$ cat src/rtl/ntr_responder.sv
// NTR data-phase responder: decodes a captured 8-byte command and streams the
// response bytes one per host strobe, prefetching ROM bytes through a 2-entry buffer.
module ntr_responder #(
    parameter logic [31:0] CHIP_ID     = 32'h00001FC2,
    parameter int          XFER_BYTES  = 512,
    parameter int          DUMMY_BYTES = 8192
) (
    input  logic        clk,
    input  logic        rst_n,
    input  logic        cs1,
    input  logic [63:0] command,
    input  logic        cmd_ready,
    input  logic        rd_strobe,
    output logic [7:0]  dout,
    output logic        dout_valid,
    output logic        busy,
    output logic        done,
    output logic        unknown_cmd,
    output logic        underrun,
    output logic [31:0] rom_addr,
    output logic        rom_req,
    input  logic        rom_ack,
    input  logic [7:0]  rom_data
);

    localparam logic [15:0] XFER_CNT  = 16'(XFER_BYTES);
    localparam logic [15:0] DUMMY_CNT = 16'(DUMMY_BYTES);

    typedef enum logic [1:0] {
        S_IDLE,
        S_DECODE,
        S_SERVE,
        S_ABORT_WAIT
    } state_t;

    typedef enum logic [1:0] {
        SRC_FF,
        SRC_CHIP,
        SRC_ROM
    } src_t;

    state_t      r_state;
    src_t        r_src;
    logic        r_cmdPrev;
    logic [39:0] r_cmd;
    logic [31:0] r_base;
    logic [15:0] r_total;
    logic [15:0] r_fetched;
    logic [15:0] r_remaining;
    logic [7:0]  r_dout;
    logic        r_doutValid;
    logic [7:0]  r_pre;
    logic        r_preValid;
    logic        r_done;
    logic        r_unknown;
    logic        r_underrun;
    logic [31:0] r_romAddr;
    logic        r_romReq;

    logic        w_cmdEdge;
    logic [7:0]  w_opcode;
    logic [31:0] w_cmdBase;
    logic        w_pop;
    logic        w_ack;
    logic [7:0]  w_patByte;
    logic        w_patValid;
    logic        w_inValid;
    logic [7:0]  w_inByte;
    logic        w_issue;
    logic        w_unusedCmdBits;

    function automatic logic isKnown(input logic [7:0] op);
        return op inside {8'h9F, 8'h90, 8'hB8, 8'h00, 8'hB7};
    endfunction

    assign w_unusedCmdBits = &command[63:40];

    assign w_cmdEdge  = cmd_ready & ~r_cmdPrev;
    assign w_opcode   = r_cmd[7:0];
    assign w_cmdBase  = {r_cmd[15:8], r_cmd[23:16], r_cmd[31:24], r_cmd[39:32]};
    assign w_pop      = rd_strobe & r_doutValid;
    assign w_ack      = r_romReq & rom_ack;
    assign w_patByte  = (r_src == SRC_CHIP) ? CHIP_ID[{r_fetched[1:0], 3'b000} +: 8] : 8'hFF;
    assign w_patValid = (r_src != SRC_ROM) && (r_fetched < r_total) && !r_preValid;
    assign w_inValid  = (r_src == SRC_ROM) ? w_ack : w_patValid;
    assign w_inByte   = (r_src == SRC_ROM) ? rom_data : w_patByte;
    // Only one ROM request may be in flight, and only while the prefetch slot is free.
    assign w_issue    = (r_src == SRC_ROM) && !r_romReq && !r_preValid && (r_fetched < r_total);

    // A command still held across reset must not be replayed, so the edge
    // detector comes out of reset as if cmd_ready had been high.
    always_ff @(posedge clk or negedge rst_n) begin
        if (!rst_n) begin
            r_state     <= S_IDLE;
            r_src       <= SRC_FF;
            r_cmdPrev   <= 1'b1;
            r_cmd       <= '0;
            r_base      <= '0;
            r_total     <= '0;
            r_fetched   <= '0;
            r_remaining <= '0;
            r_dout      <= 8'h00;
            r_doutValid <= 1'b0;
            r_pre       <= 8'h00;
            r_preValid  <= 1'b0;
            r_done      <= 1'b0;
            r_unknown   <= 1'b0;
            r_underrun  <= 1'b0;
            r_romAddr   <= '0;
            r_romReq    <= 1'b0;
        end else begin
            r_cmdPrev <= cmd_ready;
            r_done    <= 1'b0;
            r_unknown <= 1'b0;
            case (r_state)
                S_IDLE: begin
                    if (w_cmdEdge && !cs1) begin
                        r_state    <= S_DECODE;
                        r_cmd      <= command[39:0];
                        r_unknown  <= !isKnown(command[7:0]);
                        r_underrun <= 1'b0;
                    end
                end
                S_DECODE: begin
                    if (cs1) begin
                        r_state <= S_IDLE;
                    end else begin
                        r_state <= S_SERVE;
                        if (rd_strobe) r_underrun <= 1'b1;
                        case (w_opcode)
                            8'h9F: begin
                                r_src       <= SRC_FF;
                                r_total     <= DUMMY_CNT;
                                r_remaining <= DUMMY_CNT;
                                r_dout      <= 8'hFF;
                                r_doutValid <= 1'b1;
                                r_fetched   <= 16'd1;
                            end
                            8'h90, 8'hB8: begin
                                r_src       <= SRC_CHIP;
                                r_total     <= 16'd4;
                                r_remaining <= 16'd4;
                                r_dout      <= CHIP_ID[7:0];
                                r_doutValid <= 1'b1;
                                r_fetched   <= 16'd1;
                            end
                            8'h00, 8'hB7: begin
                                r_src       <= SRC_ROM;
                                r_total     <= XFER_CNT;
                                r_remaining <= XFER_CNT;
                                r_fetched   <= 16'd0;
                                r_base      <= (w_opcode == 8'hB7) ? w_cmdBase : 32'h0;
                                r_romAddr   <= (w_opcode == 8'hB7) ? w_cmdBase : 32'h0;
                                r_romReq    <= 1'b1;
                            end
                            default: begin
                                r_src       <= SRC_FF;
                                r_total     <= XFER_CNT;
                                r_remaining <= XFER_CNT;
                                r_dout      <= 8'hFF;
                                r_doutValid <= 1'b1;
                                r_fetched   <= 16'd1;
                            end
                        endcase
                    end
                end
                S_SERVE: begin
                    if (cs1) begin
                        r_doutValid <= 1'b0;
                        r_preValid  <= 1'b0;
                        if (r_romReq && !rom_ack) begin
                            r_state <= S_ABORT_WAIT;
                        end else begin
                            r_romReq <= 1'b0;
                            r_state  <= S_IDLE;
                        end
                    end else begin
                        if (rd_strobe && !r_doutValid) r_underrun <= 1'b1;
                        if (w_inValid) r_fetched <= r_fetched + 16'd1;
                        if (w_ack) begin
                            r_romReq <= 1'b0;
                        end else if (w_issue) begin
                            r_romReq  <= 1'b1;
                            r_romAddr <= {r_base[31:12], r_base[11:0] + r_fetched[11:0]};
                        end
                        // Output register refills from prefetch first, then from the incoming byte.
                        if (w_pop) begin
                            if (r_preValid) begin
                                r_dout <= r_pre;
                                if (w_inValid) r_pre <= w_inByte;
                                else           r_preValid <= 1'b0;
                            end else if (w_inValid) begin
                                r_dout <= w_inByte;
                            end else begin
                                r_doutValid <= 1'b0;
                            end
                        end else if (w_inValid) begin
                            if (r_doutValid) begin
                                r_pre      <= w_inByte;
                                r_preValid <= 1'b1;
                            end else begin
                                r_dout      <= w_inByte;
                                r_doutValid <= 1'b1;
                            end
                        end
                        if (w_pop) begin
                            r_remaining <= r_remaining - 16'd1;
                            if (r_remaining == 16'd1) begin
                                r_done      <= 1'b1;
                                r_doutValid <= 1'b0;
                                r_preValid  <= 1'b0;
                                r_state     <= S_IDLE;
                            end
                        end
                    end
                end
                S_ABORT_WAIT: begin
                    if (rom_ack) begin
                        r_romReq <= 1'b0;
                        r_state  <= S_IDLE;
                    end
                end
                default: r_state <= S_IDLE;
            endcase
        end
    end

    assign dout        = r_dout;
    assign dout_valid  = r_doutValid;
    assign busy        = (r_state != S_IDLE);
    assign done        = r_done;
    assign unknown_cmd = r_unknown;
    assign underrun    = r_underrun;
    assign rom_addr    = r_romAddr;
    assign rom_req     = r_romReq;

endmodule

$ cat config.mk
export PLATFORM = sky130hd
export DESIGN_NAME = ntr_responder
export DESIGN_NICKNAME = d
export VERILOG_FILES = /design/src/rtl/ntr_responder.sv
export SDC_FILE = /design/constraint.sdc
export NUM_CORES = 1
export LEC_CHECK = 0
export BUFFER_PORTS_ARGS = -buffer_cell sky130_fd_sc_hd__buf_2
export CAP_MARGIN = 5
export CORE_MARGIN = 1
export CORE_UTILIZATION = 55
export DETAILED_ROUTE_END_ITERATION = 10
export GPL_TIMING_DRIVEN = 0
export PLACE_DENSITY = 0.82
export SLEW_MARGIN = 15
export SYNTH_ARGS = -nofsm -noshare
export SYNTH_HDL_FRONTEND = slang
export SYNTH_SLANG_ARGS = --single-unit
$ cat constraint.sdc
create_clock -name clk -period 4.5 [get_ports clk]
set_input_delay 0.675 -clock clk [delete_from_list [all_inputs] [get_ports clk]]
set_output_delay 0.675 -clock clk [all_outputs]
set_load 0.02 [all_outputs]
==> flow_metrics.env <==
export IMPL_status="finished, final reports clean"
export IMPL_dr_first_iter_drc_count=518
export IMPL_async_flop_share=1.000
export IMPL_clk_latency_ns=0.43
export IMPL_design_area_mm2=0.009598
export IMPL_clock_sinks=165
export IMPL_synth_xor_area_share=0.03183
export IMPL_path_delay_family="buffers and inverters"
export IMPL_gp_congestion=0.8788
export IMPL_path_buf_inv=5
export IMPL_critPathLaunchType="register"
export IMPL_drive_gt1_frac=0.2065
export IMPL_seq_area_frac_synth=0.5003
export IMPL_setup_tns_ns=0
export IMPL_end_kind="register"
export IMPL_synth_edf_count=0
export IMPL_hold_violations=0
export IMPL_synthMuxAreaShare=0.08290
export IMPL_rsz0062_at_grt="no"
export IMPL_via_count=6883
export IMPL_synthFlopType="dfrtp_1"
export IMPL_ff2ff_path_depth=8
export IMPL_fillers=1134
export IMPL_die_x_um=124.5
export IMPL_grt_max_degree=104
export IMPL_synth_top_area_frac=0.4971
export IMPL_gr_total_overflow=0
export IMPL_multi_input_area_mm2=0.003854
export IMPL_synth_top_family_by_area="simple AND/OR/NAND/NOR gates"
export IMPL_power_density_mw_per_mm2=500.8
export IMPL_synth_compound_area_share=0.1399
export IMPL_dp_hpwl_um=13780
export IMPL_synth_common_cells="dfrtp_1, nand2_1, nor2_1, o21ai_0, mux2_2"
export IMPL_total_leakage_power_nw=4.412
export IMPL_area_growth_pct=16.26
export IMPL_yosysUniqueCellTypes=71
export IMPL_die_h_um=124.5
export IMPL_placed_cell_area_mm2=0.009014
export IMPL_required_ns=4.85
export IMPL_routedWlPerCell_um=17.12
export IMPL_synth_adder_area_share=0.03728
export IMPL_yosys_warnings=0
export IMPL_nets=1068
export IMPL_synth_simple_area_share=0.1749
export IMPL_syn_num_nets=950
export IMPL_wl_um=19890
export IMPL_cts_htree_levels=4
export IMPL_dr_wl_met3_um=1391
export IMPL_cpMostUsedCell="clkbuf_1"
export IMPL_die_area_mm2=0.01550
export IMPL_synth_most_common_cell="dfrtp_1"
export IMPL_via_per_inst=5.923
export IMPL_grt_pass1_wl_um=33510
export IMPL_period_minus_slack_ns=3.274
export IMPL_yosysTopAreaCell="dfrtp_1"
export IMPL_relSlewSlack=0.4199
export IMPL_timing_final_crit_share=0.7276
export IMPL_grt_use_total=0.2695
export IMPL_cts_hold_buf=0
export IMPL_synthesis_area_mm2=0.008255
export IMPL_worstPathCellList="inv_1, ha_1, clkbuf_1, clkbuf_1, clkbuf_1, buf_1, o2111ai_1, a21oi_1"
export IMPL_clockBufferDepth=2
export IMPL_grt_pass1_vias=6749
export IMPL_fin_worst_skew_ns=0.01202
export IMPL_slowest_stage="buf_1"
export IMPL_core_area_mm2=0.01459
export IMPL_cap_viol_max_count=0
export IMPL_top_layer="met4"
export IMPL_synth_cells=848
export IMPL_setup_viol=0
export IMPL_path_class="reg2reg"
export IMPL_fmax_ghz=0.3054
export IMPL_routed_wl_met2_um=9609
export IMPL_numCtsBuffers=17
export IMPL_max_stage_delay_ns=0.60
export IMPL_cp_max_fo=10
export IMPL_ios=124
export IMPL_antenna_cells=0
export IMPL_cts_setup_buffers=0
export IMPL_drt_met1_wl_um=8456
export IMPL_hold_path_class="in2async"
export IMPL_yosys_top_cells_area="dfrtp_1, mux2_2, nand2_1"
export IMPL_synth_seq_cells=165
export IMPL_cp_arrival_ns=3.62
export IMPL_power_w=0.004806
export IMPL_antenna_found_initial=0
export IMPL_cts_tree="done"
export IMPL_drv_slew=0
export IMPL_clk_pin_slew_ns=0.06
export IMPL_io_buffers=98
export IMPL_path_depth=8
export IMPL_worstMarginPinSlew_ns=0.8670
export IMPL_register_area_mm2=0.004130
export IMPL_drtAntennaViolNets=0
export IMPL_drcViolationCount=0
export IMPL_cts_root_buf="clkbuf_16"
export IMPL_cts_resized=0
export IMPL_drtPass1Iterations=6
export IMPL_num_rows=44
export IMPL_start_util=0.5659
export IMPL_peakVddDrop_uv=374.1
export IMPL_syn_avg_cell_area_um2=9.735
-- state kept, by name (all words and copies together), names as in the netlist, 2 cells and up --
register	flops
r_remaining	16
dout	8
rom_addr	32
r_fetched	16
r_src	2
r_cmd	40
r_total	2
r_base	32
r_pre	8
r_state	2
-- per-stage QoR --
step	hold WS (ns)	util	std cells	setup slack, ns
after floorplan	0.3794	-	848	2.260
after global placement	0.4578	0.6153	1130	0.2356
after detailed placement	0.4664	0.6178	1131	1.390
after CTS	0.2122	0.6579	1162	1.322
after global routing	0.2298	0.6579	1162	1.063
final	0.1864	0.6579	1162	1.226
-- path summary, 6_finish.rpt --
path	end	slack, ns	start
max in group asynchronous	rom_addr[3]$_DFFE_PN0P_	3.46	rst_n
min in group clk	r_cmdPrev$_DFF_PN1_	0.36	cmd_ready
worst max register to register	rom_addr[11]$_DFFE_PN0P_	1.23	r_state[0]$_DFFE_PN0P_
worst min register to register	rom_addr[0]$_DFFE_PN0P_	0.48	rom_addr[0]$_DFFE_PN0P_
worst max-delay path	rom_addr[11]$_DFFE_PN0P_	1.23	r_state[0]$_DFFE_PN0P_
worst min-delay path	r_cmd[28]$_DFFE_PN0P_	0.19	rst_n
-- logic make-up (layout without fill, tap and decap cells) --
family	Yosys count	in the layout
XOR/XNOR	30	30
flip-flops	165	165
multiplexers	62	62
buffers and inverters	66	196
AND/OR/NAND/NOR	314	314
adder cells (fa/ha/maj)	24	24
AO/OA/AOI/OAI	187	187
-- placed cells by master, fill, tap and decap left out, types with 17 or more instances in the layout --
cell type and count:
o21ai_0 73, nand3_1 22, buf_2 104, nor2_1 83, inv_1 20, dfrtp_1 164, clkbuf_1 30, clkbuf_16 17
mux2_2 51, nand2_1 131, a21oi_1 50, ha_1 23, xor2_1 19
-- routing by layer --
metal  global-route usage  up-vias
met5                    0        -
met4              0.09355        0
met3              0.05369       41
met2               0.4339      257
met1               0.3640     3382
li1                     -     3203
-- final cells by class --
type,instances,share of cell area
plain buffers,45,0.02008
clock buffers,17,0.04432
clock inverters,14,0.01656
inverters,21,0.008213
multi-input cells,617,0.4015
flip-flops and latches,165,0.4303
well taps,184,0.02399
repair buffers,99,0.05501
-- where the power goes --
part           total, W  switching (W)  internal [W]
Combinational   0.00130       0.000760      0.000541
Clock           0.00144       0.000653      0.000789
Sequential      0.00206       0.000249       0.00182
Total           0.00481        0.00166       0.00314
No activity file was read; power rests on OpenSTA's default activity.
